--- config.mk ---
export PLATFORM = sky130hd
export DESIGN_NAME = mixcolumns_seq
export DESIGN_NICKNAME = d
export VERILOG_FILES = /design/src/rtl/mixcolumns_seq.sv
export SDC_FILE = /design/constraint.sdc
export NUM_CORES = 1
export LEC_CHECK = 0
export CAP_MARGIN = 40
export CORE_UTILIZATION = 52
export DETAILED_ROUTE_END_ITERATION = 10
export GPL_ROUTABILITY_DRIVEN = 0
export PLACE_DENSITY = 0.82
export SLEW_MARGIN = 20
export SYNTH_ARGS = -nofsm -noshare
export SYNTH_HDL_FRONTEND = slang
export SYNTH_SLANG_ARGS = --single-unit
--- constraint.sdc ---
create_clock -name clk -period 2.9 [get_ports clk]
set_input_delay 0.435 -clock clk [delete_from_list [all_inputs] [get_ports clk]]
set_output_delay 0.435 -clock clk [all_outputs]
set_load 0.03 [all_outputs]
--- src/rtl/mixcolumns_seq.sv ---
// Iterative AES MixColumns stage: mixes COLS_PER_CYCLE columns per clock between valid/ready
// handshakes; last_round bypasses the mix.
module mixcolumns_seq #(
  parameter int unsigned COLS_PER_CYCLE = 1
) (
  input  logic         clk,
  input  logic         rst_n,
  input  logic         in_valid,
  output logic         in_ready,
  input  logic [127:0] in_state,
  input  logic         last_round,
  output logic         out_valid,
  input  logic         out_ready,
  output logic [127:0] out_state,
  output logic         busy
);

  if (!(COLS_PER_CYCLE == 1 || COLS_PER_CYCLE == 2 || COLS_PER_CYCLE == 4)) begin : g_bad_cpc
    $error("mixcolumns_seq: COLS_PER_CYCLE must be 1, 2 or 4");
  end

  // Column index of the last group; the step wraps col_idx back to 0 after column 3.
  localparam logic [1:0] LastIdx = 2'(4 - COLS_PER_CYCLE);
  localparam logic [1:0] ColStep = 2'(COLS_PER_CYCLE);

  typedef enum logic [1:0] {StIdle, StCalc, StDone} state_e;

  state_e       state_q, state_d;
  logic [1:0]   col_idx_q, col_idx_d;
  logic [127:0] src_q, src_d;
  logic         byp_q, byp_d;
  logic [127:0] out_state_q, out_state_d;
  logic         out_valid_q, out_valid_d;

  function automatic logic [7:0] xtime(input logic [7:0] b);
    return {b[6:0], 1'b0} ^ (b[7] ? 8'h1b : 8'h00);
  endfunction

  function automatic logic [7:0] mul3(input logic [7:0] b);
    return xtime(b) ^ b;
  endfunction

  function automatic logic [31:0] mix_col(input logic [31:0] col);
    logic [7:0] a0, a1, a2, a3;
    {a0, a1, a2, a3} = col;
    return {xtime(a0) ^ mul3(a1) ^ a2 ^ a3,
            a0 ^ xtime(a1) ^ mul3(a2) ^ a3,
            a0 ^ a1 ^ xtime(a2) ^ mul3(a3),
            mul3(a0) ^ a1 ^ a2 ^ xtime(a3)};
  endfunction

  always_comb begin
    state_d     = state_q;
    col_idx_d   = col_idx_q;
    src_d       = src_q;
    byp_d       = byp_q;
    out_state_d = out_state_q;
    out_valid_d = out_valid_q;
    unique case (state_q)
      StIdle: begin
        if (in_valid) begin
          src_d     = in_state;
          byp_d     = last_round;
          col_idx_d = 2'd0;
          if (last_round) begin
            out_state_d = in_state;
            state_d     = StDone;
          end else begin
            state_d = StCalc;
          end
        end
      end
      StCalc: begin
        for (int unsigned k = 0; k < COLS_PER_CYCLE; k++) begin
          out_state_d[127 - 32 * ((32'(col_idx_q) + k) % 4) -: 32] =
              mix_col(src_q[127 - 32 * ((32'(col_idx_q) + k) % 4) -: 32]);
        end
        col_idx_d = col_idx_q + ColStep;
        if (col_idx_q == LastIdx) begin
          out_valid_d = 1'b1;
          state_d     = StDone;
        end
      end
      StDone: begin
        if (out_valid_q && out_ready) begin
          out_valid_d = 1'b0;
          state_d     = StIdle;
        end else if (byp_q) begin
          // Bypass enters DONE straight from IDLE; out_valid rises one cycle later.
          out_valid_d = 1'b1;
        end
      end
      default: state_d = StIdle;
    endcase
  end

  always_ff @(posedge clk or negedge rst_n) begin
    if (!rst_n) begin
      state_q     <= StIdle;
      col_idx_q   <= 2'd0;
      src_q       <= '0;
      byp_q       <= 1'b0;
      out_state_q <= '0;
      out_valid_q <= 1'b0;
    end else begin
      state_q     <= state_d;
      col_idx_q   <= col_idx_d;
      src_q       <= src_d;
      byp_q       <= byp_d;
      out_state_q <= out_state_d;
      out_valid_q <= out_valid_d;
    end
  end

  assign in_ready  = (state_q == StIdle);
  assign busy      = (state_q != StIdle);
  assign out_valid = out_valid_q;
  assign out_state = out_state_q;

endmodule

==> impl_metrics.csv, run 1 <==
group,metric,value,unit
clocking,cts_resized,0,
critical_path,worst_ep_required_time,3.35,ns
critical_path,crit_path_max_fanout,18,
synthesis,synthDistinctLibCells,33,
critical_path,crit_path_top_delay_cell,"xor3_1",
floorplan,start_util,52.9,%
timing,worst_pin_slew,0.652,ns
grt,grt-ovfl-total,0,
critical_path,cp-start-kind,"flop",
detailed_routing,drt_first_pass_iters,7,
clocking,clk_pin_slew,0.06,ns
grt,grt_use_total,30.2,%
place,port_buffers,263,
timing,fin_crit_sh,90.0,%
timing,slew_viol_final,0,
run_status,status,"finished, final reports clean",
synthesis,yosysSeqAreaShare,51.3,%
detailed_routing,drtIter0Drc,744,
clocking,cts_tree,"built",
critical_path,crit_type,"flop to flop",
clocking,cts_buffer_depth,3,
timing,clock.fmax,0.383,GHz
synthesis,syn_nets,1136,
grt,grt_pass1_vias,10100,
critical_path,crit_path_max_incr_delay,0.62,ns
synthesis,synthCells,999,
grt,grt_start_max_net_pins,130,
synthesis,ys_seq_elements,262,
critical_path,end_kind,"flop",
floorplan,core_area,24200,µm²
floorplan,die_y,159,µm
detailed_routing,vias_per_cell,6.22,
clocking,cts_buffers,26,
timing,skew,0.0147,ns
timing,rsz0062_at_grt,"false",
grt,grt_pass1_wl,58900,µm
critical_path,cp_cell_sequence,"buf_12, mux4_2, xor2_1, xor3_1, o221ai_1",
synthesis,synth_area,12800,µm²
timing,final.min_clock_period,2.61,ns
layout,final_common_cell,"nand2_1",
floorplan,fp.dieW,159,µm
detailed_routing,drc,0,
job,maxCapViolations,0,
layout,nets,1374,
layout,final_cell_mix,"nand2_1 (264), clkdlybuf4s50_1 (262), dfrtp_1 (260), mux2_2 (129), o221ai_1 (128)",
synthesis,yosysWarnings,0,
detailed_routing,ant_nets,0,
layout,areaGrowthSynthToFinish,30.7,%
detailed_routing,drt_wl_total,37800,µm
layout,drive_gt1_share,19.8,%
synthesis,avgSynthCellArea,12.8,µm²
timing,setup_viol,0,
clocking,cts_sinks,262,
floorplan,rows,57,
clocking,insertion_delay,0.53,ns
timing,tns,0,ns
floorplan,ios,264,
detailed_routing,wl_per_cell,23.9,µm
timing,slew_headroom,56.6,%
detailed_routing,num_vias,9825,
floorplan,die_area,25200,µm²
place,hpwl,26000,µm
layout,final.fill_count,1591,
critical_path,cp_data_arrival_time,3.06,ns
timing,hold_viol,0,
clocking,h-tree-depth,1,
min_path,worstHoldPathType,"input pin to async pin",
grt,antenna_found_initial,2,
clocking,cts_root_buffer,"clkbuf_16",
## cell usage after synthesis
| cell | n | share of area (%) |
|---|---|---|
| xnor2_4 | 4 | 0.86 |
| mux4_2 | 32 | 5.6 |
| o21bai_1 | 1 | 0.059 |
| nor2_1 | 5 | 0.15 |
| buf_2 | 4 | 0.16 |
| o31ai_1 | 1 | 0.059 |
| a21oi_1 | 2 | 0.078 |
| xor2_1 | 10 | 0.69 |
| nand3b_1 | 1 | 0.059 |
| buf_1 | 9 | 0.26 |
| inv_1 | 3 | 0.088 |
| a311oi_1 | 1 | 0.069 |
| nand2b_1 | 1 | 0.049 |
| o21ai_0 | 1 | 0.039 |
| ha_1 | 4 | 0.39 |
| a21o_1 | 5 | 0.29 |
| mux2_2 | 129 | 11 |
| o221ai_1 | 128 | 8.8 |
| clkbuf_1 | 62 | 1.8 |
| xnor2_1 | 5 | 0.34 |
| and2_1 | 1 | 0.049 |
| nand2_1 | 264 | 7.8 |
| xnor3_1 | 36 | 6.3 |
| nand3_1 | 2 | 0.078 |
| dfrtp_1 | 262 | 51 |
| xor2_2 | 1 | 0.13 |
| nand4_1 | 2 | 0.098 |
| xor3_1 | 8 | 1.5 |
| buf_12 | 1 | 0.16 |
| a32oi_1 | 1 | 0.069 |
| nor2b_1 | 3 | 0.15 |
| xnor2_2 | 7 | 0.89 |
| buf_6 | 3 | 0.26 |
## sequential cells by signal (all words and copies together), names as in the netlist
signal and cells:
out_valid 1, byp_q 1, state_q 2, col_idx_q 2
src_q 128, out_state 128
## critical path: cells and delay by family, from the launching register on
kind                   cells  cell delay, ns
multiplexers               1            0.59
AO/OA/AOI/OAI              1            0.23
XOR/XNOR                   2            1.06
buffers and inverters      1            0.21
flip-flops                 1            0.41
## final timing paths
| path | cells past startpoint | start | end | slack, ns |
|---|---|---|---|---|
| setup / recovery | 5 | col_idx_q[0]$_DFFE_PN0P_ | out_state[37]$_DFFE_PN0P_ | 0.29 |
| hold / removal | 2 | rst_n | src_q[29]$_DFFE_PN0P_ | 0.48 |
| setup reg to reg | 5 | col_idx_q[0]$_DFFE_PN0P_ | out_state[37]$_DFFE_PN0P_ | 0.29 |
| hold reg to reg | 2 | out_state[28]$_DFFE_PN0P_ | out_state[28]$_DFFE_PN0P_ | 0.49 |
| max in group asynchronous | 3 | rst_n | src_q[97]$_DFFE_PN0P_ | 1.54 |
| min in group clk | 2 | out_state[28]$_DFFE_PN0P_ | out_state[28]$_DFFE_PN0P_ | 0.49 |
## final cells by class
| type | count | area, µm² | area share, % |
|---|---|---|---|
| clock inverter | 6 | 55.1 | 0.330 |
| multi-input combinational | 655 | 5900 | 35.3 |
| timing repair buffer | 289 | 2990 | 17.9 |
| sequential | 262 | 6560 | 39.3 |
| inverter | 3 | 11.3 | 0.0674 |
| tap | 324 | 405 | 2.43 |
| clock buffer | 39 | 781 | 4.68 |
| antenna | 2 | 5.00 | 0.0300 |
## cells by family after synthesis
family | after synthesis | synth area share (%)
buffers and inverters | 82 | 2.75
adder cells (fa/ha/maj) | 4 | 0.392
multiplexers | 161 | 17.0
XOR/XNOR | 71 | 10.7
AO/OA/AOI/OAI | 140 | 9.44
flip-flops | 262 | 51.3
AND/OR/NAND/NOR | 279 | 8.38
## metal layers
layer | up-vias | global-route usage (%) | part of all wire (%)
met1 | 5061 | 40.7 | 40
met3 | 90 | 4.99 | 8.3
li1 | 4131 | - | -
met4 | 0 | 11.3 | 3.3
met5 | - | 0 | 0
met2 | 543 | 49.3 | 49
## repair_timing
action / CTS / global route
endpoints found under the hold margin: 76 / 0
hold buffers: 1 / 0
setup buffers: 0 / 0
## per-stage QoR
step	std cells	util [%]	instance area [µm²]	hold WS [ns]	worst slack (ns)
after CTS	1578	69.1	16700	0.490	0.293
after floorplan	999	-	12800	0.139	0.550
after detailed placement	1532	65.6	15800	0.474	0.342
after global routing	1580	69.1	16700	0.512	0.158
after global placement	1532	65.6	15800	0.468	0.381
final	1580	69.1	16700	0.476	0.289
Power of run 1 is left out: the tool's default activity adds up to more than one toggle a clock period on the data nets, which glitch-free logic cannot reach.
==> inputs of run 2 (changes only) <==
--- a/config.mk
+++ b/config.mk
@@ -10,6 +10,7 @@
 export DETAILED_ROUTE_END_ITERATION = 10
 export GPL_ROUTABILITY_DRIVEN = 0
 export PLACE_DENSITY = 0.82
+export SKIP_LAST_GASP = 1
 export SLEW_MARGIN = 20
 export SYNTH_ARGS = -nofsm -noshare
 export SYNTH_HDL_FRONTEND = slang
==> results of run 2 <==
The final DEF is identical to that of run 1; final timing and power are the same.
Power of run 2 is left out for the same reason.
==> inputs of run 3 (changes only) <==
--- a/config.mk
+++ b/config.mk
@@ -5,8 +5,10 @@
 export SDC_FILE = /design/constraint.sdc
 export NUM_CORES = 1
 export LEC_CHECK = 0
+export ABC_CLOCK_PERIOD_IN_PS = 2900
 export CAP_MARGIN = 40
 export CORE_UTILIZATION = 52
+export CTS_BUF_LIST = sky130_fd_sc_hd__clkbuf_16
 export DETAILED_ROUTE_END_ITERATION = 10
 export GPL_ROUTABILITY_DRIVEN = 0
 export PLACE_DENSITY = 0.82
==> run 3 against run 2 <==
Flip-flop and latch count stayed put; non-clock buffer count is the same; setup slack got worse by 0.053 ns; via count increased by 0.75%; hold slack improved by 0.0039 ns; maximum frequency decreased by 2.0%; die area stayed put; first-iteration DRC count grew 5.4%; critical path type unchanged; highest routed layer unchanged.
==> impl_metrics.csv, run 3 (synthesized netlist as in run 1, its figures left out) <==
group,metric,value,unit
timing,worst_pin_slew,0.648,ns
layout,regArea,6560,µm²
clocking,clk_pin_slew,0.06,ns
floorplan,die_area,25200,µm²
grt,grt_pass1_wl,58900,µm
critical_path,cp_data_arrival_time,3.11,ns
layout,final_cell_mix,"nand2_1 (264), clkdlybuf4s50_1 (262), dfrtp_1 (260), mux2_2 (129), o221ai_1 (128)",
floorplan,ios,264,
grt,antenna_found_initial,2,
place,port_buffers,263,
floorplan,start_util,52.9,%
detailed_routing,vias_per_cell,6.27,
layout,drive_gt1_share,19.3,%
critical_path,reg2regPathDepth,5,
grt,grt_use_total,30.2,%
floorplan,core_area,24200,µm²
layout,final.fill_count,1598,
clocking,insertion_delay,0.53,ns
layout,multi_input_area,5900,µm²
run_status,status,"finished, final reports clean",
detailed_routing,drc,0,
clocking,cts_setup_buffers,0,
detailed_routing,drt_first_pass_iters,7,
timing,rsz0062_at_grt,"false",
grt,grt-ovfl-total,0,
clocking,cts_sinks,262,
clocking,cts_buffer_depth,3,
floorplan,die_y,159,µm
critical_path,cp-startpoint,"col_idx_q[0]$_DFFE_PN0P_",
min_path,worstHoldPathType,"input pin to async pin",
detailed_routing,drtIter0Drc,784,
clocking,cts_buffers,26,
place,post-place-cells,1532,
layout,stdcell_count,1580,
critical_path,regToRegSetupSlack,0.24,ns
timing,hold_viol,0,
timing,tns,0,ns
layout,final_common_cell,"nand2_1",
floorplan,rows,57,
layout,areaGrowthSynthToFinish,30.2,%
grt,grt_start_max_net_pins,130,
job,maxCapViolations,0,
critical_path,crit_end,"out_state[37]$_DFFE_PN0P_",
place,place_ws,0.342,ns
timing,skew,0.0164,ns
timing,slew_viol_final,0,
clocking,h-tree-depth,1,
detailed_routing,wl_per_cell,23.9,µm
layout,nets,1374,
timing,clock.fmax,0.375,GHz
critical_path,crit_type,"flop to flop",
critical_path,cp-start-kind,"flop",
timing,finalHoldWorstSlack,0.480,ns
detailed_routing,num_vias,9899,
critical_path,worstReg2RegStart,"col_idx_q[0]$_DFFE_PN0P_",
detailed_routing,drt_wl_total,37800,µm
floorplan,fp.dieW,159,µm
timing,setup_viol,0,
timing,final.min_clock_period,2.66,ns
grt,grt_pass1_vias,10100,
clocking,cts_tree,"built",
place,hpwl,26000,µm
timing,fin_ws,0.235,ns
critical_path,worst_ep_required_time,3.34,ns
critical_path,crit_path_max_fanout,18,
timing,slew_headroom,56.8,%
timing,fin_crit_sh,91.9,%
critical_path,r2r_end,"out_state[37]$_DFFE_PN0P_",
detailed_routing,ant_nets,0,
clocking,cts_root_buffer,"clkbuf_16",
critical_path,end_kind,"flop",
## run 3: cell count changes in the layout (fill, tap and decap cells not counted), sizes merged
cell	change
clkbuf	-12
clkinv	+6
inv	+6
## run 3: area by class of cell
cell class                      count  area share [%]
Antenna cell                        2          0.0301
Sequential cell                   262            39.4
Clock buffer                       27            4.06
Tap cell                          324            2.44
Inverter                            3          0.0677
Timing Repair Buffer              289            17.9
Clock inverter                     18           0.602
Multi-Input combinational cell    655            35.4
## run 3: worst min-delay path by stage
stage | end | slack (ns) | cells after the start
finish | src_q[29]$_DFFE_PN0P_ | 0.48 | 2
detailed placement | src_q[125]$_DFFE_PN0P_ | 0.47 | 1
global placement | src_q[125]$_DFFE_PN0P_ | 0.47 | 1
floorplan | byp_q$_DFFE_PN0P_ | 0.14 | 0
CTS | out_state[122]$_DFFE_PN0P_ | 0.49 | 2
global route | out_state[71]$_DFFE_PN0P_ | 0.51 | 2
## run 3: repair_timing
action,CTS,global route
resized for setup,0,0
endpoints found under the hold margin,76,0
hold buffers,1,0
## run 3: metrics by stage
step / utilization [%] / cell area (µm²)
2_1_floorplan: - / 12800
3_3_place_gp: 65.6 / 15800
3_5_place_dp: 65.6 / 15800
4_1_cts: 68.8 / 16600
5_1_grt: 68.8 / 16600
6_report: 68.8 / 16600
## run 3: metal layers
metal  vias to the layer above  track usage, %  wire, µm
li1                       4137               -         -
met1                      5084            40.6     15100
met2                       581            49.5     18400
met3                        97            5.22      3130
met4                         0            10.5      1190
met5                         -               0         0
## run 3: critical path, cell delays in order (launching register included)
cell	delay (ns)
dfrtp_2	0.42
buf_12	0.22
mux4_2	0.60
xor2_1	0.48
xor3_1	0.63
o221ai_1	0.23
Power of run 3 is left out for the same reason.
